`config.mk`:
```
export PLATFORM = sky130hd
export DESIGN_NAME = frame_grid_flat
export DESIGN_NICKNAME = d
export VERILOG_FILES = /design/src/rtl/frame_grid_if.sv /design/src/rtl/frame_grid.sv /design/src/flat_wrapper.sv
export SDC_FILE = /design/constraint.sdc
export NUM_CORES = 1
export LEC_CHECK = 0
export BUFFER_PORTS_ARGS = -buffer_cell sky130_fd_sc_hd__buf_2
export CAP_MARGIN = 20
export CORE_MARGIN = 3
export CORE_UTILIZATION = 44
export DETAILED_ROUTE_END_ITERATION = 10
export PLACE_DENSITY = 0.86
export SLEW_MARGIN = 20
export SYNTH_ARGS = -nofsm -noshare
export SYNTH_HDL_FRONTEND = slang
export SYNTH_SLANG_ARGS = --single-unit
```
`constraint.sdc`:
```
create_clock -name clk -period 2.3 [get_ports clk]
set_input_delay 0.23 -clock clk [delete_from_list [all_inputs] [get_ports clk]]
set_output_delay 0.23 -clock clk [all_outputs]
set_load 0.01 [all_outputs]
```
`src/rtl/frame_grid_if.sv`:
```
// Pixel bus between the raster source and the board-frame stage:
// raster position in, tile-local coordinates plus tile style/letter out.
interface frame_grid_if #(
  parameter int unsigned SW = 7
);
  logic [10:0]   x;
  logic [10:0]   y;
  logic [SW-1:0] sub_x;
  logic [SW-1:0] sub_y;
  logic [2:0]    style;
  logic [4:0]    letter;
  logic          valid;

  modport master (
    output x, y,
    input  sub_x, sub_y, style, letter, valid
  );

  modport slave (
    input  x, y,
    output sub_x, sub_y, style, letter, valid
  );
endinterface

```
`src/rtl/frame_grid.sv`:
```
// Board-frame pixel stage: maps raster (x, y) onto a ROWS x COLS tile grid,
// looks up each tile's style/letter byte and emits tile-local coordinates
// two cycles later. A row-reveal sequencer, paced by frame ticks, holds
// tile styles of one row at 0 until each column's turn comes.
module frame_grid #(
  parameter int unsigned COLS        = 5,
  parameter int unsigned ROWS        = 6,
  parameter int unsigned TILE        = 76,
  parameter int unsigned GAP         = 0,
  parameter int unsigned X0          = 130,
  parameter int unsigned Y0          = 12,
  parameter int unsigned FLIP_FRAMES = 8,
  localparam int unsigned RW         = (ROWS > 1) ? $clog2(ROWS) : 1
) (
  input  logic                   clk,
  input  logic                   rst,
  frame_grid_if.slave            pix,
  input  logic                   frame_tick,
  input  logic [ROWS*COLS*8-1:0] status,
  input  logic                   reveal_start,
  input  logic [RW-1:0]          reveal_row,
  output logic                   reveal_busy,
  output logic                   reveal_done
);
  localparam int unsigned PITCH = TILE + GAP;
  localparam int unsigned GW    = COLS * PITCH - GAP;
  localparam int unsigned GH    = ROWS * PITCH - GAP;
  localparam int unsigned SW    = $clog2(TILE);

  typedef enum logic {S_IDLE, S_REVEAL} state_t;

  state_t        state_q;
  logic [RW-1:0] rrow_q;
  logic [2:0]    rcol_q;
  logic [7:0]    tcnt_q;

  // Stage 1 signals
  logic [10:0]   dx, dy, px, py;
  logic          in_x, in_y;
  logic          tile_d, tile_q;
  logic [2:0]    col_d, col_q, row_d, row_q;
  logic [SW-1:0] px_d, px_q, py_d, py_q;

  // Stage 2 signals
  logic [7:0]    byte_sel;
  logic          masked;
  logic          valid_d, valid_q;
  logic [SW-1:0] sub_x_d, sub_x_q, sub_y_d, sub_y_q;
  logic [2:0]    style_d, style_q;
  logic [4:0]    letter_d, letter_q;

  // Locate the pixel: range test at 12 bits so x < X0 never wraps into the
  // grid; division by PITCH is a compare ladder against column/row starts.
  always_comb begin
    dx    = pix.x - 11'(X0);
    dy    = pix.y - 11'(Y0);
    in_x  = ({1'b0, pix.x} >= 12'(X0)) && ({1'b0, pix.x} < 12'(X0 + GW));
    in_y  = ({1'b0, pix.y} >= 12'(Y0)) && ({1'b0, pix.y} < 12'(Y0 + GH));
    col_d = '0;
    for (int unsigned k = 1; k < COLS; k++)
      if (dx >= 11'(k * PITCH)) col_d = 3'(k);
    row_d = '0;
    for (int unsigned k = 1; k < ROWS; k++)
      if (dy >= 11'(k * PITCH)) row_d = 3'(k);
    px     = dx - 11'(col_d * PITCH);
    py     = dy - 11'(row_d * PITCH);
    tile_d = in_x && in_y && (px < 11'(TILE)) && (py < 11'(TILE));
    px_d   = tile_d ? px[SW-1:0] : '0;
    py_d   = tile_d ? py[SW-1:0] : '0;
  end

  // Stage 1 registers
  always_ff @(posedge clk or negedge rst) begin
    if (!rst) begin
      tile_q <= 1'b0;
      col_q  <= '0;
      row_q  <= '0;
      px_q   <= '0;
      py_q   <= '0;
    end else begin
      tile_q <= tile_d;
      col_q  <= col_d;
      row_q  <= row_d;
      px_q   <= px_d;
      py_q   <= py_d;
    end
  end

  // Fetch the tile byte live from status and apply the reveal mask
  always_comb begin
    byte_sel = '0;
    for (int unsigned r = 0; r < ROWS; r++)
      for (int unsigned c = 0; c < COLS; c++)
        if (row_q == 3'(r) && col_q == 3'(c))
          byte_sel = status[(r*COLS+c)*8 +: 8];
    masked = (state_q == S_REVEAL) && (row_q == 3'(rrow_q)) && (col_q >= rcol_q);
    valid_d  = tile_q;
    sub_x_d  = '0;
    sub_y_d  = '0;
    style_d  = '0;
    letter_d = 5'h1f;
    if (tile_q) begin
      sub_x_d  = px_q;
      sub_y_d  = py_q;
      style_d  = masked ? 3'd0 : byte_sel[7:5];
      letter_d = byte_sel[4:0];
    end
  end

  // Stage 2 registers
  always_ff @(posedge clk or negedge rst) begin
    if (!rst) begin
      valid_q  <= 1'b0;
      sub_x_q  <= '0;
      sub_y_q  <= '0;
      style_q  <= '0;
      letter_q <= 5'h1f;
    end else begin
      valid_q  <= valid_d;
      sub_x_q  <= sub_x_d;
      sub_y_q  <= sub_y_d;
      style_q  <= style_d;
      letter_q <= letter_d;
    end
  end

  assign pix.valid  = valid_q;
  assign pix.sub_x  = sub_x_q;
  assign pix.sub_y  = sub_y_q;
  assign pix.style  = style_q;
  assign pix.letter = letter_q;

  // Reveal sequencer: one column unmasked every FLIP_FRAMES frame ticks
  always_ff @(posedge clk or negedge rst) begin
    if (!rst) begin
      state_q     <= S_IDLE;
      rrow_q      <= '0;
      rcol_q      <= '0;
      tcnt_q      <= '0;
      reveal_busy <= 1'b0;
      reveal_done <= 1'b0;
    end else begin
      reveal_done <= 1'b0;
      case (state_q)
        S_IDLE: begin
          if (reveal_start && (32'(reveal_row) < ROWS)) begin
            rrow_q      <= reveal_row;
            rcol_q      <= '0;
            tcnt_q      <= '0;
            state_q     <= S_REVEAL;
            reveal_busy <= 1'b1;
          end
        end
        S_REVEAL: begin
          if (frame_tick) begin
            if (tcnt_q == 8'(FLIP_FRAMES - 1)) begin
              tcnt_q <= '0;
              rcol_q <= rcol_q + 3'd1;
              if (rcol_q == 3'(COLS - 1)) begin
                state_q     <= S_IDLE;
                reveal_busy <= 1'b0;
                reveal_done <= 1'b1;
              end
            end else begin
              tcnt_q <= tcnt_q + 8'd1;
            end
          end
        end
        default: state_q <= S_IDLE;
      endcase
    end
  end
endmodule

```
`src/flat_wrapper.sv`:
```
// flat-port wrapper written by rule: the top's interface ports become plain ports
module frame_grid_flat 
#(
  parameter int unsigned COLS        = 5,
  parameter int unsigned ROWS        = 6,
  parameter int unsigned TILE        = 76,
  parameter int unsigned GAP         = 0,
  parameter int unsigned X0          = 130,
  parameter int unsigned Y0          = 12,
  parameter int unsigned FLIP_FRAMES = 8,
  localparam int unsigned RW         = (ROWS > 1) ? $clog2(ROWS) : 1
)
  (clk, rst, frame_tick, status, reveal_start, reveal_row, reveal_busy, reveal_done, pix_x, pix_y, pix_sub_x, pix_sub_y, pix_style, pix_letter, pix_valid);
  frame_grid_if #(.SW(7)) pix_i ();
  input  logic clk;
  input  logic rst;
  input  logic frame_tick;
  input  logic [ROWS*COLS*8-1:0] status;
  input  logic reveal_start;
  input  logic [RW-1:0] reveal_row;
  output logic reveal_busy;
  output logic reveal_done;
  input wire logic [$bits(pix_i.x)-1:0] pix_x;
  input wire logic [$bits(pix_i.y)-1:0] pix_y;
  output wire logic [$bits(pix_i.sub_x)-1:0] pix_sub_x;
  output wire logic [$bits(pix_i.sub_y)-1:0] pix_sub_y;
  output wire logic [$bits(pix_i.style)-1:0] pix_style;
  output wire logic [$bits(pix_i.letter)-1:0] pix_letter;
  output wire logic [$bits(pix_i.valid)-1:0] pix_valid;
  assign pix_i.x = pix_x;
  assign pix_i.y = pix_y;
  assign pix_sub_x = pix_i.sub_x;
  assign pix_sub_y = pix_i.sub_y;
  assign pix_style = pix_i.style;
  assign pix_letter = pix_i.letter;
  assign pix_valid = pix_i.valid;
  frame_grid #(.COLS(COLS), .ROWS(ROWS), .TILE(TILE), .GAP(GAP), .X0(X0), .Y0(Y0), .FLIP_FRAMES(FLIP_FRAMES)) u_core (.clk(clk), .rst(rst), .pix(pix_i), .frame_tick(frame_tick), .status(status), .reveal_start(reveal_start), .reveal_row(reveal_row), .reveal_busy(reveal_busy), .reveal_done(reveal_done));
endmodule
```
# [Word-level counts from Yosys, hierarchy flattened]
# Cells that the tools add are included.
[classes] add_sub_neg=6 multipliers=2 n_div=0 order_cmp=17 n_eq_ne=16 shifts=0 n_mux=68 bitwise_logic=1 n_reduce_logical=44
[op_table] cell="8-bit 2-to-1 mux" count=33
[op_table] cell="11-bit by 8-bit >= comparator with 1-bit output, second input constant" count=5
[op_table] cell="1-bit logical AND" count=38
[op_table] cell="11-bit by 9-bit >= comparator with 1-bit output, second input constant" count=3
[op_table] cell="3-bit 2-to-1 mux" count=10
[op_table] cell="7-bit 2-to-1 mux" count=4
[op_table] cell="11-bit by 7-bit >= comparator with 1-bit output, second input constant" count=2
[op_table] cell="11-bit by 7-bit < comparator with 1-bit output, second input constant" count=2
[op_table] cell="11-bit by 9-bit < comparator with 1-bit output, second input constant" count=2
[op_table] cell="11-bit by 10-bit subtractor with 11-bit output" count=2
[op_table] cell="3-bit by 5-bit multiplier with 8-bit output, second input constant" count=2
[op_table] cell="8-bit one-hot mux with 2 select lines" count=1
[op_table] cell="1-bit 2-to-1 mux" count=14
[op_table] cell="3-bit by 2-bit equality test with 1-bit output, second input constant" count=4
[op_table] cell="3-bit equality test, second input constant" count=4
[op_table] cell="11-bit by 4-bit >= comparator with 1-bit output, second input constant" count=1
[op_table] cell="11-bit by 4-bit subtractor with 11-bit output, second input constant" count=1
[op_table] cell="11-bit by 8-bit subtractor with 11-bit output, second input constant" count=1
[op_table] cell="8-bit by 1-bit adder with 8-bit output, second input constant" count=1
[op_table] cell="8-bit by 3-bit equality test with 1-bit output, second input constant" count=1
[op_table] cell="3-bit by 1-bit equality test with 1-bit output, second input constant" count=2
[op_table] cell="3-bit zero test" count=2
[op_table] cell="2-bit != test, second input constant" count=3
[op_table] cell="3-bit one-hot mux with 2 select lines" count=1
[op_table] cell="other kinds (12)" count=15
[totals] ff_bits=61 latch_bits=0 ramBits=0 mem_bits_ro=0 output_inout_bits=25 elab_cells=170 memories=0

# [Depth between registers and ports, before layout]
[depth] ltp_word=34 depth_mapped=22 ltp_nobuf=21

# [Least setup slack after synthesis]
# No wires, ideal clock.
[synth_timing] path_kind="in2reg" from="in pix_y[5]" to="reg u_core.px_q[1]" setup_time_ns=0.086 arrival_ns=4.482 setup_slack_ns=-2.268 stages=22 path_buffers=2 cell_sequence="buf_4 > or4_4 > or2_4 > xor2_2 > clkinv_4 > nand2_1 > a21o_1 > inv_1 > ha_1 > ha_1 > nor2b_1 > a2bb2oi_2 > xor2_1 > ha_1 > nand2b_1 > nand3_1 > nor4_1 > nand3_1 > a2111oi_1 > o2111ai_2 > buf_4 > nor3_1"
[synth_between] elab_chain_len=12 elab_cells_between_ends=21 classes_between="add/sub (2); mul (1); order compare (8); mux (6); reduce/logical (4)"
[synth_rtl] item="start, declared" line="flat_wrapper.sv:24" rtl="input wire logic [$bits(pix_i.y)-1:0] pix_y;"
[synth_rtl] item="11-bit by 4-bit subtractor with 11-bit output" line="frame_grid.sv:56" rtl="dy = pix.y - 11'(Y0);"
[synth_rtl] item="11-bit by 7-bit >= comparator with 1-bit output" line="frame_grid.sv:64" rtl="if (dy >= 11'(k * PITCH)) row_d = 3'(k);"
[synth_rtl] item="1-bit 2-to-1 mux" line="frame_grid.sv:64"
[synth_rtl] item="2-bit 2-to-1 mux (2 in series)" line="frame_grid.sv:64"
[synth_rtl] item="3-bit 2-to-1 mux (2 in series)" line="frame_grid.sv:64"
[synth_rtl] item="3-bit by 5-bit multiplier with 8-bit output" line="frame_grid.sv:66" rtl="py = dy - 11'(row_d * PITCH);"
[synth_rtl] item="11-bit by 10-bit subtractor with 11-bit output" line="frame_grid.sv:66"
[synth_rtl] item="11-bit by 7-bit < comparator with 1-bit output" line="frame_grid.sv:67" rtl="tile_d = in_x && in_y && (px < 11'(TILE)) && (py < 11'(TILE));"
[synth_rtl] item="1-bit logical AND (*)" line="frame_grid.sv:67"
[synth_rtl] item="7-bit 2-to-1 mux (*)" line="frame_grid.sv:68" rtl="px_d = tile_d ? px[SW-1:0] : '0;"
[synth_rtl] item="net u_core.px_d[1]" line="frame_grid.sv:42" rtl="logic [SW-1:0] px_d, px_q, py_d, py_q;"
[synth_rtl] item="end signal, assigned" line="frame_grid.sv:84" rtl="px_q <= px_d;"
[synth_rtl] item="end, declared" line="frame_grid.sv:42"
# Mark *: on every way through the listed nets, which the timed path passes. The rest lies on a longest branch.
# A chain may end at the register's enable or synchronous reset.

# [Worst setup path after layout]
[layout_timing] from="in pix_y[4]" to="reg u_core.px_q[2]"
# The elaborated chain is that of the path after synthesis.

==> impl_metrics.tcl <==
set metrics [dict create \
    cp-end-kind "flop" \
    hold_end "u_core.rrow_q[0]" \
    critPathRequiredTime_ns 2.52 \
    rrSetupSlack_ns -0.11 \
    pwr-share-comb_pct 46.1 \
    seq_power_share_pct 26.1 \
    dp_hpwl_um 26200 \
    crit_chain "buf_6 -> or4_4 -> o41a_1 -> o31a_1 -> a21o_1 -> inv_2 -> ha_4 -> ha_4 -> nor2b_4 -> a2bb2oi_2 -> xor2_1 -> ha_1 -> nand2b_4 -> nand3_2 -> nor4_2 -> nand3_1 -> a2111oi_4 -> o2111ai_2 -> buf_4 -> nor3_2" \
    drt_pass1_iterations 6 \
    areaGrowthSynthToFinish_pct 73.0 \
    synth_cells 813 \
    io_pins 294 \
    max_freq_ghz 0.235 \
    layout_common_cells "buf_2, buf_4, nand2_1" \
    synth.area.top_cells "dfrtp_1, ha_1, nor2_1, nand2_1, a21oi_1" \
    track_usage_pct 39.0 \
    peakVddDrop_v 0.000416 \
    crit_start "pix_y[4]" \
    grt_pass1_wl_um 48800 \
    synth_xor_xnor_area_share_pct 4.28 \
    clk_latency_ns 0.32 \
    ant_nets 0 \
    place.gp.congestion 1.06 \
    tns_ns -28.72 \
    violations "setup timing" \
    ys_seq_elements 61 \
    antenna_found_initial 5 \
    synth_flop_cell "dfrtp_1" \
    core-area_mm2 0.0140 \
    power_frac_clock_pct 27.9 \
    p_sw_share_pct 35.3 \
    yosysTopAreaCell "dfrtp_1" \
    worstMarginPinSlew_ns 0.670 \
    hold_depth 2 \
    synth_warnings 0 \
    hold_start "reveal_row[0]" \
    yosysSeqAreaShare_pct 24.2 \
    fin_crit_ns 4.25 \
    grt-ovfl-total 0 \
    crit_fanout 9 \
    wl_um 33400 \
    numClockSinks 61 \
    synth_top_family_by_area "compound AO/OA/AOI/OAI gates" \
    rr_endpoint "u_core.pix.style[2]" \
    synth_cell_types 95 \
    die-height_um 126 \
    status "finished with violations" \
    start_kind "input port" \
    h-tree-depth 3 \
    netlist_area_mm2 0.00632 \
    power.density_mw_per_mm2 453 \
    fill_cells 994 \
    min_path_type "input port to flop" \
    vias 9329 \
    synth_top_area_share_pct 22.2 \
    drt_iter0_markers 1023 \
    criticalPathCategory "input port to flop" \
    intPower_mw 3.21 \
    rsz0062_at_grt "true" \
    fin_crit_sh_pct 185 \
    rr_worst_depth 7 \
    worst_ep_arrival_time_ns 4.47 \
    wl_per_cell_um 22.0 \
    slew_violations 0 \
    synth-edff-count 0 \
    mostFrequentLayoutCell "buf_2" \
    fin_ws_ns -1.95 \
    initial_core_util_pct 45.2 \
    hold_viol_final 0 \
    worst_path_max_delay_cell "or4_4" \
    yosys.area_share.simple_pct 26.8 \
    r2r_start "u_core.row_q[0]" \
    cts_tree "built" \
    syn_nets 1114 \
    ys_async_sr_fraction_pct 100 \
    clock-skew-final_ns 0.00535 \
    drv_cap 0 \
    drc 0 \
    pre_cts_slack_ns -2.35 \
    grt_pass1_vias 9061 \
    synth_compound_area_share_pct 29.8 \
    drive_above_1_share_pct 53.1 \
    power_mw 4.96 \
    path_common_cell "ha_4" \
    rows 43 \
    grt_max_degree 62 \
    cts_made_buffers 9 \
    setup_viol 18 \
    syn_avg_cell_area_um2 7.77 \
    p_leak_nw 5.22 \
    synthMuxAreaShare_pct 2.95 \
    power_switching_mw 1.75 \
    clkTransAtPathRegs_ns 0.05 \
    via_per_inst 6.13 \
    max_stage_delay_ns 0.55 \
    numPortBuffers 293 \
    cts_root_buf "clkbuf_16" \
    final_nets 1633 \
    dieArea_mm2 0.0158 \
    max-slew-margin-rel_pct 54.1 \
    synthAdderAreaFrac_pct 6.57 \
    cts_buffer_depth 2 \
    die_w_um 126 \
]
## area by class of cell
type,count,area (um^2),share of cell area (%)
antenna,4,10.0,0.0915
timing repair buffer,549,3510,32.1
inverter,38,148,1.35
clock buffer,15,278,2.54
sequential,61,1540,14.1
multi-input combinational,673,5200,47.5
tap,180,225,2.06
clock inverter,1,30.0,0.275
## kinds of logic (layout without fill, tap and decap cells)
logic type | count (synthesis) | after routing
simple gates | 327 | 327
compound gates | 265 | 265
buf+inv | 79 | 603
flops | 61 | 61
fa+ha+maj | 32 | 32
xor+xnor | 30 | 30
mux | 18 | 18
other cells | 1 | 5
## per-layer routing
metal	track usage (%)	part of all wire [%]
met1	48.3	37
met2	66.3	48
met3	9.37	11
met4	14.1	4.7
met5	0	0.021
## metrics by stage
step	hold WS [ns]	area (um^2)	util [%]	cells
floorplan	-0.0656	6360	-	813
global placement	0.268	9660	69.1	1483
detailed placement	0.261	9660	69.1	1483
CTS	0.162	10400	74.0	1504
global route	0.170	10900	78.2	1521
finish	0.163	10900	78.2	1521
## timing repair
item	CTS	global route
hold buffers	1	0
hold endpoints to repair	56	0
buffers inserted	4	14
pin swaps	12	48
resized for setup	73	98
cloned	0	1
setup endpoints to repair	23	23
## Yosys cell counts, drive strengths merged (11+ instances only)
cell type	instances
a21oi	47
a221oi	11
a22oi	21
and2	18
buf	19
clkbuf	22
dfrtp	56
ha	30
inv	37
mux2i	13
nand2	70
nand2b	13
nand3	26
nand4	12
nor2	75
nor2b	13
nor3	49
nor4	12
o21ai	47
o22ai	24
xnor2	15
xor2	15
## worst max-delay path, delay by kind of cell
family / cells / cell delay [ns]
compound gates: 6 / 1.46
xor+xnor: 1 / 0.15
buf+inv: 3 / 0.39
simple gates: 7 / 1.53
fa+ha+maj: 3 / 0.70
## state kept, by name, indices dropped and copies added (netlist names), 3 cells and up
| signal | count |
|---|---|
| u_core.col_q | 3 |
| u_core.pix.style | 3 |
| u_core.px_q | 7 |
| u_core.pix.sub_x | 7 |
| u_core.pix.sub_y | 7 |
| u_core.pix.letter | 5 |
| u_core.tcnt_q | 8 |
| u_core.rrow_q | 3 |
| u_core.py_q | 7 |
| u_core.rcol_q | 3 |
| u_core.row_q | 3 |
## power groups by stage
| stage | logic (mW) | registers [mW] | clock network [mW] |
|---|---|---|---|
| 6_report | 2.28 | 1.29 | 1.38 |
| 2_1_floorplan | 0.966 | 1.27 | 0 |
| 3_5_place_dp | 1.96 | 1.30 | 0 |
| 4_1_cts | 2.08 | 1.29 | 1.39 |
| 3_3_place_gp | 1.90 | 1.29 | 0 |
| 5_1_grt | 2.45 | 1.31 | 1.43 |
## how the worst max path moves through the flow
stage                                end  slack (ns)
after CTS                 u_core.px_q[5]       -1.82
after global placement    u_core.px_q[6]       -2.04
final                     u_core.px_q[2]       -1.95
after global routing      u_core.py_q[5]       -2.17
after floorplan           u_core.px_q[1]       -2.04
after detailed placement  u_core.px_q[6]       -2.35
No activity file was read; power rests on OpenSTA's default activity.
